File: config.mk
export PLATFORM = sky130hd
export DESIGN_NAME = regfile32_width32_flat
export DESIGN_NICKNAME = d
export VERILOG_FILES = /design/src/rtl/regfile32_width32_pkg.sv /design/src/rtl/regfile32_width32_if.sv /design/src/rtl/regfile32_width32_sub.sv /design/src/rtl/regfile32_width32.sv /design/src/flat_wrapper.sv
export SDC_FILE = /design/constraint.sdc
export NUM_CORES = 2
export LEC_CHECK = 0
export CORE_ASPECT_RATIO = 0.6
export CORE_UTILIZATION = 48
export DETAILED_ROUTE_END_ITERATION = 8
export GPL_TIMING_DRIVEN = 0
export PLACE_DENSITY = 0.74
export SYNTH_ARGS = -nofsm -noshare
export SYNTH_HDL_FRONTEND = slang
export SYNTH_SLANG_ARGS = --single-unit
File: constraint.sdc
create_clock -name clk -period 91.7 [get_ports clk]
set_clock_uncertainty 0.15 [all_clocks]
set_input_delay 18.34 -clock clk [delete_from_list [all_inputs] [get_ports clk]]
set_output_delay 18.34 -clock clk [all_outputs]
set_load 0.05 [all_outputs]
File: src/rtl/regfile32_width32_pkg.sv
// Shared types and constants for the 32 x 32-bit MIPS register file.
// Optional same-cycle WB->ID bypass is enabled by REGFILE_WRITE_FORWARD_EN.
package regfile32_width32_pkg;
   localparam int WIDTH = 32;
   localparam int AW    = 5;
   localparam int DEPTH = 1 << AW;

   typedef logic [WIDTH-1:0] word_t;
   typedef logic [AW-1:0]    addr_t;

   localparam addr_t REG_ZERO = 5'd0;
   localparam addr_t REG_SP   = 5'd29;
   localparam addr_t REG_RA   = 5'd31;
endpackage

File: src/rtl/regfile32_width32_if.sv
// Write/read bus between the WB/ID stages and the register file.
// master drives addresses and write data; slave returns read data and trace.
interface regfile32_width32_if;
   import regfile32_width32_pkg::*;

   logic             we;
   addr_t            waddr;
   word_t            wdata;
   addr_t            raddr1;
   addr_t            raddr2;
   word_t            rdata1;
   word_t            rdata2;
   logic [DEPTH-1:0] wen_onehot;

   modport master (
      output we, waddr, wdata, raddr1, raddr2,
      input  rdata1, rdata2, wen_onehot
   );

   modport slave (
      input  we, waddr, wdata, raddr1, raddr2,
      output rdata1, rdata2, wen_onehot
   );
endinterface

File: src/rtl/regfile32_width32_sub.sv
// Write-side index decoder and read-side 32:1 word selector.
// Register 0 never receives a write enable from the decoder.
module decoder5to32
   import regfile32_width32_pkg::*;
(
   input  addr_t            idx,
   input  logic             en,
   output logic [DEPTH-1:0] onehot
);
   // one-hot enable, suppressed for the hardwired zero register
   always_comb begin
      onehot = '0;
      if (en && (idx != REG_ZERO)) onehot[idx] = 1'b1;
   end
endmodule

module mux32x32
   import regfile32_width32_pkg::*;
(
   input  word_t din [DEPTH],
   input  addr_t sel,
   output word_t dout
);
   // plain indexed select of one register word
   always_comb begin
      dout = din[sel];
   end
endmodule

File: src/rtl/regfile32_width32.sv
// MIPS register file: 32 x 32-bit, one write port, two combinational reads.
// Define REGFILE_WRITE_FORWARD_EN to bypass same-cycle write data to readers.
module regfile32_width32
   import regfile32_width32_pkg::*;
(
   input logic                clk,
   input logic                rst,
   regfile32_width32_if.slave rf
);
   word_t            regs_q [DEPTH];
   word_t            regs_d [DEPTH];
   logic [DEPTH-1:0] dec;
   logic [DEPTH-1:0] wen_onehot_q;
   logic [DEPTH-1:0] wen_onehot_d;
   word_t            sel1;
   word_t            sel2;
   logic             fwd1;
   logic             fwd2;

   decoder5to32 u_dec (
      .idx    (rf.waddr),
      .en     (rf.we),
      .onehot (dec)
   );

   // next-state: load the decoded register, keep the rest, pin r0 to zero
   always_comb begin
      for (int i = 0; i < DEPTH; i++) begin
         regs_d[i] = dec[i] ? rf.wdata : regs_q[i];
      end
      regs_d[0]    = '0;
      wen_onehot_d = dec;
   end

   // register array and decode trace, cleared asynchronously
   always_ff @(posedge clk or posedge rst) begin
      if (rst) begin
         for (int i = 0; i < DEPTH; i++) regs_q[i] <= '0;
         wen_onehot_q <= '0;
      end else begin
         for (int i = 0; i < DEPTH; i++) regs_q[i] <= regs_d[i];
         wen_onehot_q <= wen_onehot_d;
      end
   end

   mux32x32 u_rd1 (
      .din  (regs_q),
      .sel  (rf.raddr1),
      .dout (sel1)
   );

   mux32x32 u_rd2 (
      .din  (regs_q),
      .sel  (rf.raddr2),
      .dout (sel2)
   );

`ifdef REGFILE_WRITE_FORWARD_EN
   assign fwd1 = rf.we && (rf.waddr != REG_ZERO) && (rf.raddr1 == rf.waddr);
   assign fwd2 = rf.we && (rf.waddr != REG_ZERO) && (rf.raddr2 == rf.waddr);
`else
   assign fwd1 = 1'b0;
   assign fwd2 = 1'b0;
`endif

   // read outputs: zero while in reset, else bypass or stored word
   always_comb begin
      rf.rdata1 = rst ? '0 : (fwd1 ? rf.wdata : sel1);
      rf.rdata2 = rst ? '0 : (fwd2 ? rf.wdata : sel2);
   end

   assign rf.wen_onehot = wen_onehot_q;
endmodule

File: src/flat_wrapper.sv
// flat-port wrapper written by rule: the top's interface ports become plain ports
module regfile32_width32_flat import regfile32_width32_pkg::*;
  (clk, rst, rf_we, rf_waddr, rf_wdata, rf_raddr1, rf_raddr2, rf_rdata1, rf_rdata2, rf_wen_onehot);
  regfile32_width32_if rf_i ();
  input logic clk;
  input logic rst;
  input wire logic [$bits(rf_i.we)-1:0] rf_we;
  input wire logic [$bits(rf_i.waddr)-1:0] rf_waddr;
  input wire logic [$bits(rf_i.wdata)-1:0] rf_wdata;
  input wire logic [$bits(rf_i.raddr1)-1:0] rf_raddr1;
  input wire logic [$bits(rf_i.raddr2)-1:0] rf_raddr2;
  output wire logic [$bits(rf_i.rdata1)-1:0] rf_rdata1;
  output wire logic [$bits(rf_i.rdata2)-1:0] rf_rdata2;
  output wire logic [$bits(rf_i.wen_onehot)-1:0] rf_wen_onehot;
  assign rf_i.we = rf_we;
  assign rf_i.waddr = rf_waddr;
  assign rf_i.wdata = rf_wdata;
  assign rf_i.raddr1 = rf_raddr1;
  assign rf_i.raddr2 = rf_raddr2;
  assign rf_rdata1 = rf_i.rdata1;
  assign rf_rdata2 = rf_i.rdata2;
  assign rf_wen_onehot = rf_i.wen_onehot;
  regfile32_width32 u_core (.clk(clk), .rst(rst), .rf(rf_i));
endmodule
Word level (Yosys, flattened, before mapping):

Index checks and enable logic that the tools add are counted.

* register bits: 1024
* word-level logic and storage cells: 52

* order comparisons: 4
* muxes and demuxes: 11
* reductions and logical operators: 3
* bitwise operators: 2

Operator list (count)
* $bmux 32 s5: 2
* $mux 32: 7
* $ge 6x6->1 const B: 2
* $not 5->6: 2
* $lt 5x6->1 const B: 1
* $demux 1 s5: 1
* $ge 5x1->1 const B: 1
* $reduce_bool 5->1: 1
* $logic_and 1x1->1: 2
* $mux 1: 1

Logic depth before layout (Yosys ltp):

* depth in word-level cells: 5
* mapped depth: 10
* mapped depth without buffers: 4

Cells and area by module:

Synthesis repeated with hierarchy kept, for this count alone.

* cells, all modules: 4673
* area, all modules: 59310.6 um2

Modules (own cells, without submodules)
* regfile32_width32: cells each 2309, area an instance 41298.4 um2, instances 1, sequential area each 25624.6 um2
* mux32x32: cells each 1158, area an instance 8887.3 um2, instances 2, sequential area each 0.0 um2
* decoder5to32: cells each 48, area an instance 237.7 um2, instances 1, sequential area each 0.0 um2

Worst setup path before layout:

No wires, ideal clock.

* path type: in2out
* from: input port rf_raddr2[2]
* to: output port rf_rdata2[10]
* path slack: 52113 ps
* data required time: 73210 ps
* cell stages on the path: 8
* data arrival time: 21097 ps
* path buffers: 4
* cells stage by stage: buf_4 buf_4 buf_2 nand2b_1 clkbuf_1 nor2_1 nor4_1 a2111oi_1

* cells in the longest elaborated chain, start to end: 5

Ends and longest elaborated chain
* start: declaration: RTL line flat_wrapper.sv:11 `input wire logic [$bits(rf_i.raddr2)-1:0] rf_raddr2;`
* $not 5->6 (not written as such): RTL line regfile32_width32_sub.sv:26 `dout = din[sel];`
* $bmux 32 s5: RTL line regfile32_width32_sub.sv:26
* $mux 32 (not written as such) (2 in series): RTL line regfile32_width32_sub.sv:26
* $mux 32: RTL line regfile32_width32.sv:69 `rf.rdata2 = rst ? '0 : (fwd2 ? rf.wdata : sel2);`
* end: declaration: RTL line flat_wrapper.sv:13 `output wire logic [$bits(rf_i.rdata2)-1:0] rf_rdata2;`

No other way between the ends. The select of a mux whose other input is x is not followed.

Worst setup path in the final report:

* from: input port rf_raddr2[1]
* to: output port rf_rdata2[9]

Same word-level chain as after synthesis.

==> insert_results.sql <==
INSERT INTO impl_metrics (metric_group, metric, value, unit) VALUES
('grt', 'grt_first_pass_wirelength', '311000', 'µm'),
('synthesis', 'asyncSetResetFlopFracSynth', '100', '%'),
('synthesis', 'yosys.area.top_type_share', '46.1', '%'),
('worst_setup_path', 'worst-endpoint-required', '73.21', 'ns'),
('synthesis', 'mappedNetlistNets', '3999', ''),
('synthesis', 'synth.avg_cell_area', '14.1', 'µm²'),
('placed_design', 'placed_cell_area', '0.0591', 'mm²'),
('synthesis', 'synth.largest_area_cell', 'dfrtp_1', ''),
('placed_design', 'place_worst_setup_slack', '49.97', 'ns'),
('clock_tree', 'cts_post_setup_buffers_inserted', '0', ''),
('clock_tree', 'cts_root_buffer', 'clkbuf_16', ''),
('clock_tree', 'cts_tree', 'built', ''),
('run_status', 'failed_checks', 'max-capacitance violations, max-slew violations', ''),
('synthesis', 'synth-edff-count', '0', ''),
('power', 'cellLeakagePower', '27.1', 'nW'),
('clock_tree', 'cts.path.max_buffers', '3', ''),
('power', 'clock_power_share', '31.3', '%'),
('timing', 'pins_over_slew_limit', '109', ''),
('run_status', 'run_status', 'finished, violations left', ''),
('floorplanning', 'initial_utilization', '48.5', '%'),
('timing', 'achievable-frequency', '23.7', 'MHz'),
('worst_setup_path', 'worst_setup_path_start_kind', 'input port', ''),
('clock_tree', 'total_clock_buffers_created_by_cts', '93', ''),
('job', 'cap_viol_max_count', '10', ''),
('layout', 'mostFrequentLayoutCells', 'mux2_2 (1074), dfrtp_1 (1024), mux2i_1 (370)', ''),
('power', 'power_switching', '0.407', 'mW'),
('drt', 'ant_nets', '0', ''),
('grt', 'overflow', '0', ''),
('clock_tree', 'cts-hold-fix-buffers', '0', ''),
('power', 'power_density_relative_to_cell_area', '21.4', 'mW/mm²'),
('power', 'seq_power_share', '45.5', '%'),
('layout', 'mostFrequentLayoutCell', 'mux2_2', ''),
('synthesis', 'synth_cells', '3949', ''),
('timing', 'finalHoldViolCount', '0', ''),
('floorplanning', 'chipWidth', '441', 'µm'),
('drt', 'detail_route.drc_violations', '0', ''),
('timing', 'layout_setup_ws', '49.59', 'ns'),
('placed_design', 'buffer_ports.inserted', '132', ''),
('clock_tree', 'clkSlewWorstSetupHoldPaths', '0.07', 'ns'),
('synthesis', 'synth_top_flop_cell', 'dfrtp_1', ''),
('timing', 'grt_setup_unrepaired', 'no', ''),
('power', 'ir_drop', '16.2', 'µV'),
('floorplanning', 'vertical_die_dimension', '266', 'µm'),
('clock_tree', 'post_cts.resized_instances', '0', ''),
('worst_setup_path', 'crit_slowest_cell', 'clkbuf_1', ''),
('power', 'power.internal', '0.927', 'mW'),
('min_path', 'min-delay-path-class', 'reg -> reg', ''),
('grt', 'track_usage', '38.5', '%'),
('floorplanning', 'std_cell_rows', '96', ''),
('grt', 'vias_in_the_first_global_route', '39900', ''),
('worst_setup_path', 'crit_chain', 'clkdlybuf4s50_1, buf_2, buf_4, buf_2, clkbuf_1, a211oi_1, a2111oi_1, clkdlybuf4s50_1', ''),
('drt', 'totalWireLength', '227000', 'µm'),
('power', 'net_sw_share', '30.5', '%'),
('worst_setup_path', 'data_arrival_time_of_the_critical_path', '23.62', 'ns'),
('timing', 'hold_slack', '0.378', 'ns'),
('synthesis', 'ys_ff_latch', '1024', ''),
('worst_setup_path', 'cp-end-kind', 'primary output', ''),
('drt', 'route.vias.total', '41200', ''),
('drt', 'first_iter_violations', '5944', ''),
('power', 'share_comb_of_total_power', '23.2', '%'),
('clock_tree', 'cts_max_level', '3', ''),
('drt', 'routed_wire_length_per_instance', '39.2', 'µm'),
('worst_setup_path', 'worstSetupPathType', 'in -> out', ''),
('worst_setup_path', 'critical-path-max-stage-delay', '1.17', 'ns'),
('grt', 'grt_max_degree', '127', ''),
('timing', 'setup_viol', '0', ''),
('clock_tree', 'worst_skew_pair.late_latency', '0.71', 'ns'),
('floorplanning', 'dieArea', '0.117', 'mm²'),
('floorplanning', 'placeableCoreArea', '0.115', 'mm²'),
('layout', 'share_of_post_route_cells_with_drive_strength_above_1', '43.1', '%'),
('drt', 'dr.pass1.iters', '8', '');
## layer usage
layer	vias to the layer above	wire, µm	GRT usage [%]
met5	-	552	3.06
met2	3566	85000	47.8
met3	685	41900	24.1
met4	10	12600	18.0
li1	15500	-	-
met1	21400	86900	51.4
## synth_stat cells, drive strengths merged, types with 2 or more instances
cell	count
a221o	32
a2111oi	57
o21bai	25
mux2	1088
a221oi	14
nand2	79
mux4	286
inv	17
a211oi	34
nor3	33
nand2b	39
buf	236
nor2	81
or2	4
nor2b	51
nor4	32
a21oi	48
nor3b	4
dfrtp	1024
o31a	7
nand3b	4
clkbuf	190
o221ai	23
o22ai	132
mux2i	370
a31oi	32
nand3	2
## power by group through the flow
| stage | clock, mW | combinational, mW | sequential [mW] |
|---|---|---|---|
| after floorplan | 0 | 0.223 | 0.589 |
| after global placement | 0 | 0.290 | 0.607 |
| after detailed placement | 0 | 0.299 | 0.610 |
| after CTS | 0.417 | 0.300 | 0.602 |
| after global routing | 0.433 | 0.321 | 0.615 |
| final | 0.418 | 0.309 | 0.607 |
## sequential cells by signal (all words and copies together), names as in the netlist
register / flops
u_core.regs_q: 992
u_core.rf.wen_onehot: 32
## worst paths after layout
kind | startpoint | to | slack [ns] | cells past startpoint
worst max-delay path | rf_raddr2[1] | rf_rdata2[9] | 49.59 | 8
worst min-delay path | u_core.regs_q[42]$_DFFE_PP0P_ | u_core.regs_q[42]$_DFFE_PP0P_ | 0.38 | 1
worst max register to register | u_core.regs_q[929]$_DFFE_PP0P_ | u_core.regs_q[929]$_DFFE_PP0P_ | 90.71 | 1
max in group asynchronous | rst | u_core.regs_q[217]$_DFFE_PP0P_ | 69.97 | 8
worst min register to register | u_core.regs_q[42]$_DFFE_PP0P_ | u_core.regs_q[42]$_DFFE_PP0P_ | 0.38 | 1
min in group asynchronous | rst | u_core.regs_q[225]$_DFFE_PP0P_ | 18.49 | 3
## cell type report
class / instances / area [µm²] / area share (%)
tap: 1519 / 1900 / 3.05
multi-input combinational: 2482 / 27500 / 44.2
buffer: 426 / 2350 / 3.78
sequential: 1024 / 25600 / 41.2
timing repair buffer: 143 / 1610 / 2.59
antenna: 6 / 15.0 / 0.0241
clock buffer: 137 / 2800 / 4.49
inverter: 17 / 71.3 / 0.115
clock inverter: 29 / 340 / 0.547
## critical path: cells and delay by family
family	cells	cell delay, ns
compound gates	2	1.33
buf+inv	6	3.92
## kinds of logic after synthesis
kind of cell	count (synthesis)	share of synthesized area (%)
mux	1744	40.3
flops	1024	46.1
buf+inv	443	4.34
compound gates	404	6.24
simple gates	333	3.03
other cells	1	0.00675
## metrics by stage
step	cells	utilization [%]
after floorplan	3949	-
after global placement	5600	51.3
after detailed placement	5609	51.5
after CTS	5775	54.3
after global routing	5777	54.3
final	5783	54.3
(Power assumes the default switching activity.)
